File: src/rtl/mc_control_fsm.sv
// mc_control_fsm: multicycle MIPS control sequencer with memory wait states, run gating, illegal-opcode halt and counters
module mc_control_fsm #(
   parameter int CNT_WIDTH = 32
) (
   input  logic                 clk,
   input  logic                 reset,
   input  logic                 run,
   input  logic [5:0]           opcode,
   input  logic                 mem_ready,
   output logic                 PCWrite,
   output logic                 PCWriteCond,
   output logic                 IorD,
   output logic                 MemRead,
   output logic                 MemWrite,
   output logic                 MemtoReg,
   output logic                 IRWrite,
   output logic                 RegWrite,
   output logic                 RegDst,
   output logic                 ALUSrcA,
   output logic [1:0]           ALUSrcB,
   output logic [1:0]           ALUOp,
   output logic [1:0]           PCSource,
   output logic [3:0]           state,
   output logic                 halted,
   output logic [CNT_WIDTH-1:0] retired,
   output logic [CNT_WIDTH-1:0] cycles
);
   typedef enum logic [3:0] {
      FETCH      = 4'd0,
      DECODE     = 4'd1,
      MEM_ADDR   = 4'd2,
      MEM_READ   = 4'd3,
      MEM_WB     = 4'd4,
      MEM_WRITE  = 4'd5,
      EXECUTE    = 4'd6,
      R_COMPLETE = 4'd7,
      BRANCH     = 4'd8,
      JUMP       = 4'd9,
      ADDI_EXEC  = 4'd10,
      ADDI_WB    = 4'd11,
      HALT       = 4'd12
   } state_t;
   localparam logic [5:0] OP_R    = 6'b000000;
   localparam logic [5:0] OP_LW   = 6'b100011;
   localparam logic [5:0] OP_SW   = 6'b101011;
   localparam logic [5:0] OP_BEQ  = 6'b000100;
   localparam logic [5:0] OP_J    = 6'b000010;
   localparam logic [5:0] OP_ADDI = 6'b001000;
   state_t               state_q, state_d;
   logic                 retire;
   logic [CNT_WIDTH-1:0] retired_q, cycles_q;
   assign state   = state_q;
   assign halted  = state_q >= HALT;
   assign retired = retired_q;
   assign cycles  = cycles_q;
   // state register and counters; reset wins over any pending transition or retire
   always_ff @(posedge clk) begin
      if (reset) begin
         state_q   <= FETCH;
         retired_q <= '0;
         cycles_q  <= '0;
      end else begin
         state_q   <= state_d;
         retired_q <= retired_q + CNT_WIDTH'(retire);
         cycles_q  <= cycles_q + CNT_WIDTH'(1);
      end
   end
   // Moore decode of the state (FETCH also looks at run/mem_ready) and next-state selection
   always_comb begin
      PCWrite     = 1'b0;
      PCWriteCond = 1'b0;
      IorD        = 1'b0;
      MemRead     = 1'b0;
      MemWrite    = 1'b0;
      MemtoReg    = 1'b0;
      IRWrite     = 1'b0;
      RegWrite    = 1'b0;
      RegDst      = 1'b0;
      ALUSrcA     = 1'b0;
      ALUSrcB     = 2'b00;
      ALUOp       = 2'b00;
      PCSource    = 2'b00;
      retire      = 1'b0;
      state_d     = state_q;
      case (state_q)
         FETCH: if (run) begin
            MemRead = 1'b1;
            ALUSrcB = 2'b01;
            IRWrite = mem_ready;
            PCWrite = mem_ready;
            state_d = mem_ready ? DECODE : FETCH;
         end
         DECODE: begin
            ALUSrcB = 2'b11;
            state_d = opcode == OP_R                      ? EXECUTE   :
                      (opcode == OP_LW || opcode == OP_SW) ? MEM_ADDR  :
                      opcode == OP_BEQ                    ? BRANCH    :
                      opcode == OP_J                      ? JUMP      :
                      opcode == OP_ADDI                   ? ADDI_EXEC : HALT;
         end
         MEM_ADDR: begin
            ALUSrcA = 1'b1;
            ALUSrcB = 2'b10;
            state_d = opcode == OP_LW ? MEM_READ : opcode == OP_SW ? MEM_WRITE : HALT;
         end
         MEM_READ: begin
            IorD    = 1'b1;
            MemRead = 1'b1;
            state_d = mem_ready ? MEM_WB : MEM_READ;
         end
         MEM_WB: begin
            MemtoReg = 1'b1;
            RegWrite = 1'b1;
            retire   = 1'b1;
            state_d  = FETCH;
         end
         MEM_WRITE: begin
            IorD     = 1'b1;
            MemWrite = 1'b1;
            retire   = mem_ready;
            state_d  = mem_ready ? FETCH : MEM_WRITE;
         end
         EXECUTE: begin
            ALUSrcA = 1'b1;
            ALUOp   = 2'b10;
            state_d = R_COMPLETE;
         end
         R_COMPLETE: begin
            RegDst   = 1'b1;
            RegWrite = 1'b1;
            retire   = 1'b1;
            state_d  = FETCH;
         end
         BRANCH: begin
            ALUSrcA     = 1'b1;
            ALUOp       = 2'b01;
            PCWriteCond = 1'b1;
            PCSource    = 2'b01;
            retire      = 1'b1;
            state_d     = FETCH;
         end
         JUMP: begin
            PCWrite  = 1'b1;
            PCSource = 2'b10;
            retire   = 1'b1;
            state_d  = FETCH;
         end
         ADDI_EXEC: begin
            ALUSrcA = 1'b1;
            ALUSrcB = 2'b10;
            state_d = ADDI_WB;
         end
         ADDI_WB: begin
            RegWrite = 1'b1;
            retire   = 1'b1;
            state_d  = FETCH;
         end
         default: state_d = HALT;
      endcase
   end
endmodule

File: config.mk
export PLATFORM = sky130hd
export DESIGN_NAME = mc_control_fsm
export DESIGN_NICKNAME = d
export VERILOG_FILES = /design/src/rtl/mc_control_fsm.sv
export SDC_FILE = /design/constraint.sdc
export NUM_CORES = 1
export LEC_CHECK = 0
export CAP_MARGIN = 0
export CORE_ASPECT_RATIO = 0.7
export CORE_UTILIZATION = 49
export CTS_CLUSTER_SIZE = 24
export DETAILED_ROUTE_END_ITERATION = 16
export PLACE_DENSITY = 0.81
export SKIP_LAST_GASP = 1
export SLEW_MARGIN = 20
export SYNTH_ARGS = -nofsm -noshare
export SYNTH_HDL_FRONTEND = slang
export SYNTH_SLANG_ARGS = --single-unit
File: constraint.sdc
create_clock -name clk -period 3.7 [get_ports clk]
set_input_delay 0.74 -clock clk [delete_from_list [all_inputs] [get_ports clk]]
set_output_delay 0.74 -clock clk [all_outputs]
set_load 0.02 [all_outputs]
==> flow_summary.toml <==
[placed_design]
placed_area_sq_um = 4491
gp_congestion = 0.8661
place_hpwl_microns = 6427
io_buffers = 94

[sta]
max_slew_margin_pct = 35.26
worstMarginPinSlew_ns = 0.9710
final.setup.tns_ns = 0
finalClockSkew_ns = 0.008300
final_hold_viol_count = 0
min_period_ns = 3.226
grt_setup_unrepaired = "no"
finalCritPeriodShare_pct = 87.20
fmax_mhz = 310.0
drv_slew = 0
setup_viol = 0

[grt]
grt_max_degree = 57
grt_pass1_wl_microns = 14680
grt_antenna_before_repair = 0
grt_pass1_vias = 3032
met1_usage_pct = 33.96
grt_util_met3_pct = 7.143
gr-usage-met2_pct = 35.42
top_usage_layer = "met2"
overflow = 0
grt_usage_pct = 23.95

[clock_tree]
postCtsSetupRepairBufs = 0
cts_made_buffers = 9
cts_max_level = 3
insertion_delay_ns = 0.34
cts_resized = 0
clkTransAtPathRegs_ns = 0.07
cts_tree = "done"
cts.sinks = 68
ctsRootBufferMaster = "clkbuf_8"
clockBufferDepth = 2
holdBufCountCts = 0

[critical_path]
critPathLaunchType = "input port"
end_kind = "flip-flop"
required_ns = 3.95
r2r_start = "state[1]$_SDFFE_PP0P_"
rrSetupSlack_ns = 0.75
reg2reg_depth = 8
rr_endpoint = "retired[31]$_SDFF_PP0_"
critPathMaxFanout = 12
worstSetupPathType = "in2reg"
startpoint = "mem_ready"
arrival_ns = 3.48

[logic_synthesis]
synth.avg_cell_area_sq_um = 8.183
synthFlopType = "dfxtp_1"
synth_cells = 433
synth_top_area_share_pct = 38.42
synthTopCellsByArea = "dfxtp_1 38%, nor2_1 5.2%, a21oi_1 4.1%, mux2_2 3.8%, xor2_1 3.2%"
yosysWarnings = 0
synth-edff-count = 0
synth_seq_cells = 68
synth_top_cell_by_area = "dfxtp_1"
ys_seq_area_share_pct = 38.42
synth_area_sq_um = 3543
synthArstFlopShare_pct = 0
syn_nets = 447
ys_types = 48

[route]
drc = 0
dr_total_vias = 3510
wl_microns = 8934
routedWlPerCell_microns = 14.60
antenna_left = 0
firstDrtPassIters = 5
first_iter_violations = 250
via_per_inst = 5.735

[min_path]
hold_path_depth = 1
min_to = "cycles[0]$_SDFF_PP0_"
hp-class = "reg2reg"
hold_start = "cycles[0]$_SDFF_PP0_"

[cells_and_area]
num-nets-final = 527
drive_above_1_share_pct = 7.915
area_growth_pct = 32.45
stdcell_area_sq_um = 4693
final_common_cell = "clkdlybuf4s50_1"
final_cell_mix = "93 x clkdlybuf4s50_1, 68 x dfxtp_1, 49 x nor2_1"
antennaDiodeCount = 0

[floorplanning]
dieArea_sq_um = 7581
die_w_microns = 103.6
ios = 95
start_util_pct = 51.49
coreArea_sq_um = 6882
num_rows = 25
die-height_microns = 73.15

[flow_run]
max-cap-violations = 0

[pwr]
leakage_nw = 1.547
ir_drop_uv = 180.6
power_density_nw_per_um2 = 312.4

[run_status]
status = "finished clean"
logic make-up (layout without fill, tap and decap cells):
group	Yosys count	after routing	synth area share, %
AOI/OAI and AO/OA	76	76	12.92
xor gates and xnor gates	23	23	5.685
adders and majority gates	4	4	1.412
buffers and inverters	41	126	4.908
DFF	68	68	38.42
muxes	12	12	3.814
and+or+nand+nor	209	209	32.84
per-layer routing:
metal  up-vias  part of all wire [%]
met5         -                     0
met4         0                  0.54
met3         4                   6.6
met2       117                    43
met1      1659                    49
li1       1730                     -
synthesized netlist by cell type, drive strengths merged (2+ instances only):
cell type and n:
a31o 2, or2 2, xor2 13, and4 6
nand3 20, clkbuf 18, o31ai 12, mux2 12
and2 6, a21boi 3, or4 14, nor2 49
nand2b 3, buf 9, nor2b 15, and3 8
a21oi 29, dfxtp 68, nor4 6, nor4b 2
nor3 17, inv 14, xnor2 10, nor3b 3
or3 16, nand2 22, a41oi 3, ha 4
nand4 17, o21ai 20
state kept, by name, summed over array words and instances, names as in the netlist:
signal and flops:
cycles 32, state 4, retired 32
through the flow:
step / power (W) / util, % / cells / setup WS [ns] / hold slack (ns)
after CTS: 0.001476 / 68.20 / 612 / 0.4948 / 0.4887
after global routing: 0.001528 / 68.20 / 612 / 0.2513 / 0.5079
after detailed placement: 0.0008579 / 65.25 / 596 / 0.1519 / 0.4714
after floorplan: 0.0008159 / - / 433 / 0.9412 / 0.5260
after global placement: 0.0008557 / 65.25 / 596 / 0.2800 / 0.4576
final: 0.001466 / 68.20 / 612 / 0.4737 / 0.4803
power breakdown:
group	switching, W	internal, W
Combinational	0.0000526	0.0000430
Sequential	0.00000993	0.000736
Clock	0.000278	0.000346
how the worst max path moves through the flow:
stage | endpoint | slack, ns | cells past startpoint
2_1_floorplan | retired[26]$_SDFF_PP0_ | 0.94 | 11
3_5_place_dp | retired[31]$_SDFF_PP0_ | 0.15 | 9
6_report | retired[31]$_SDFF_PP0_ | 0.47 | 9
4_1_cts | retired[31]$_SDFF_PP0_ | 0.49 | 9
5_1_grt | retired[31]$_SDFF_PP0_ | 0.25 | 9
3_3_place_gp | retired[30]$_SDFF_PP0_ | 0.28 | 10
area by class of cell:
class | count | area, sq um
fillers | 605 | 2188
well taps | 94 | 117.6
flip-flops and latches | 68 | 1361
inverters | 14 | 52.55
clock buffers | 12 | 155.1
multi-input cells | 324 | 2008
repair buffers | 96 | 950.9
clock inverters | 4 | 47.55
worst max-delay path, cell delays in order:
cell and delay [ns]:
clkdlybuf4s50_1 0.54, nor3b_1 0.09, o21a_1 0.20, nor3_1 0.20, ha_1 0.23, and4_1 0.27, nand4_1 0.39, or4_1 0.63
a21oi_1 0.17
Power figures use the tool's default switching activity.
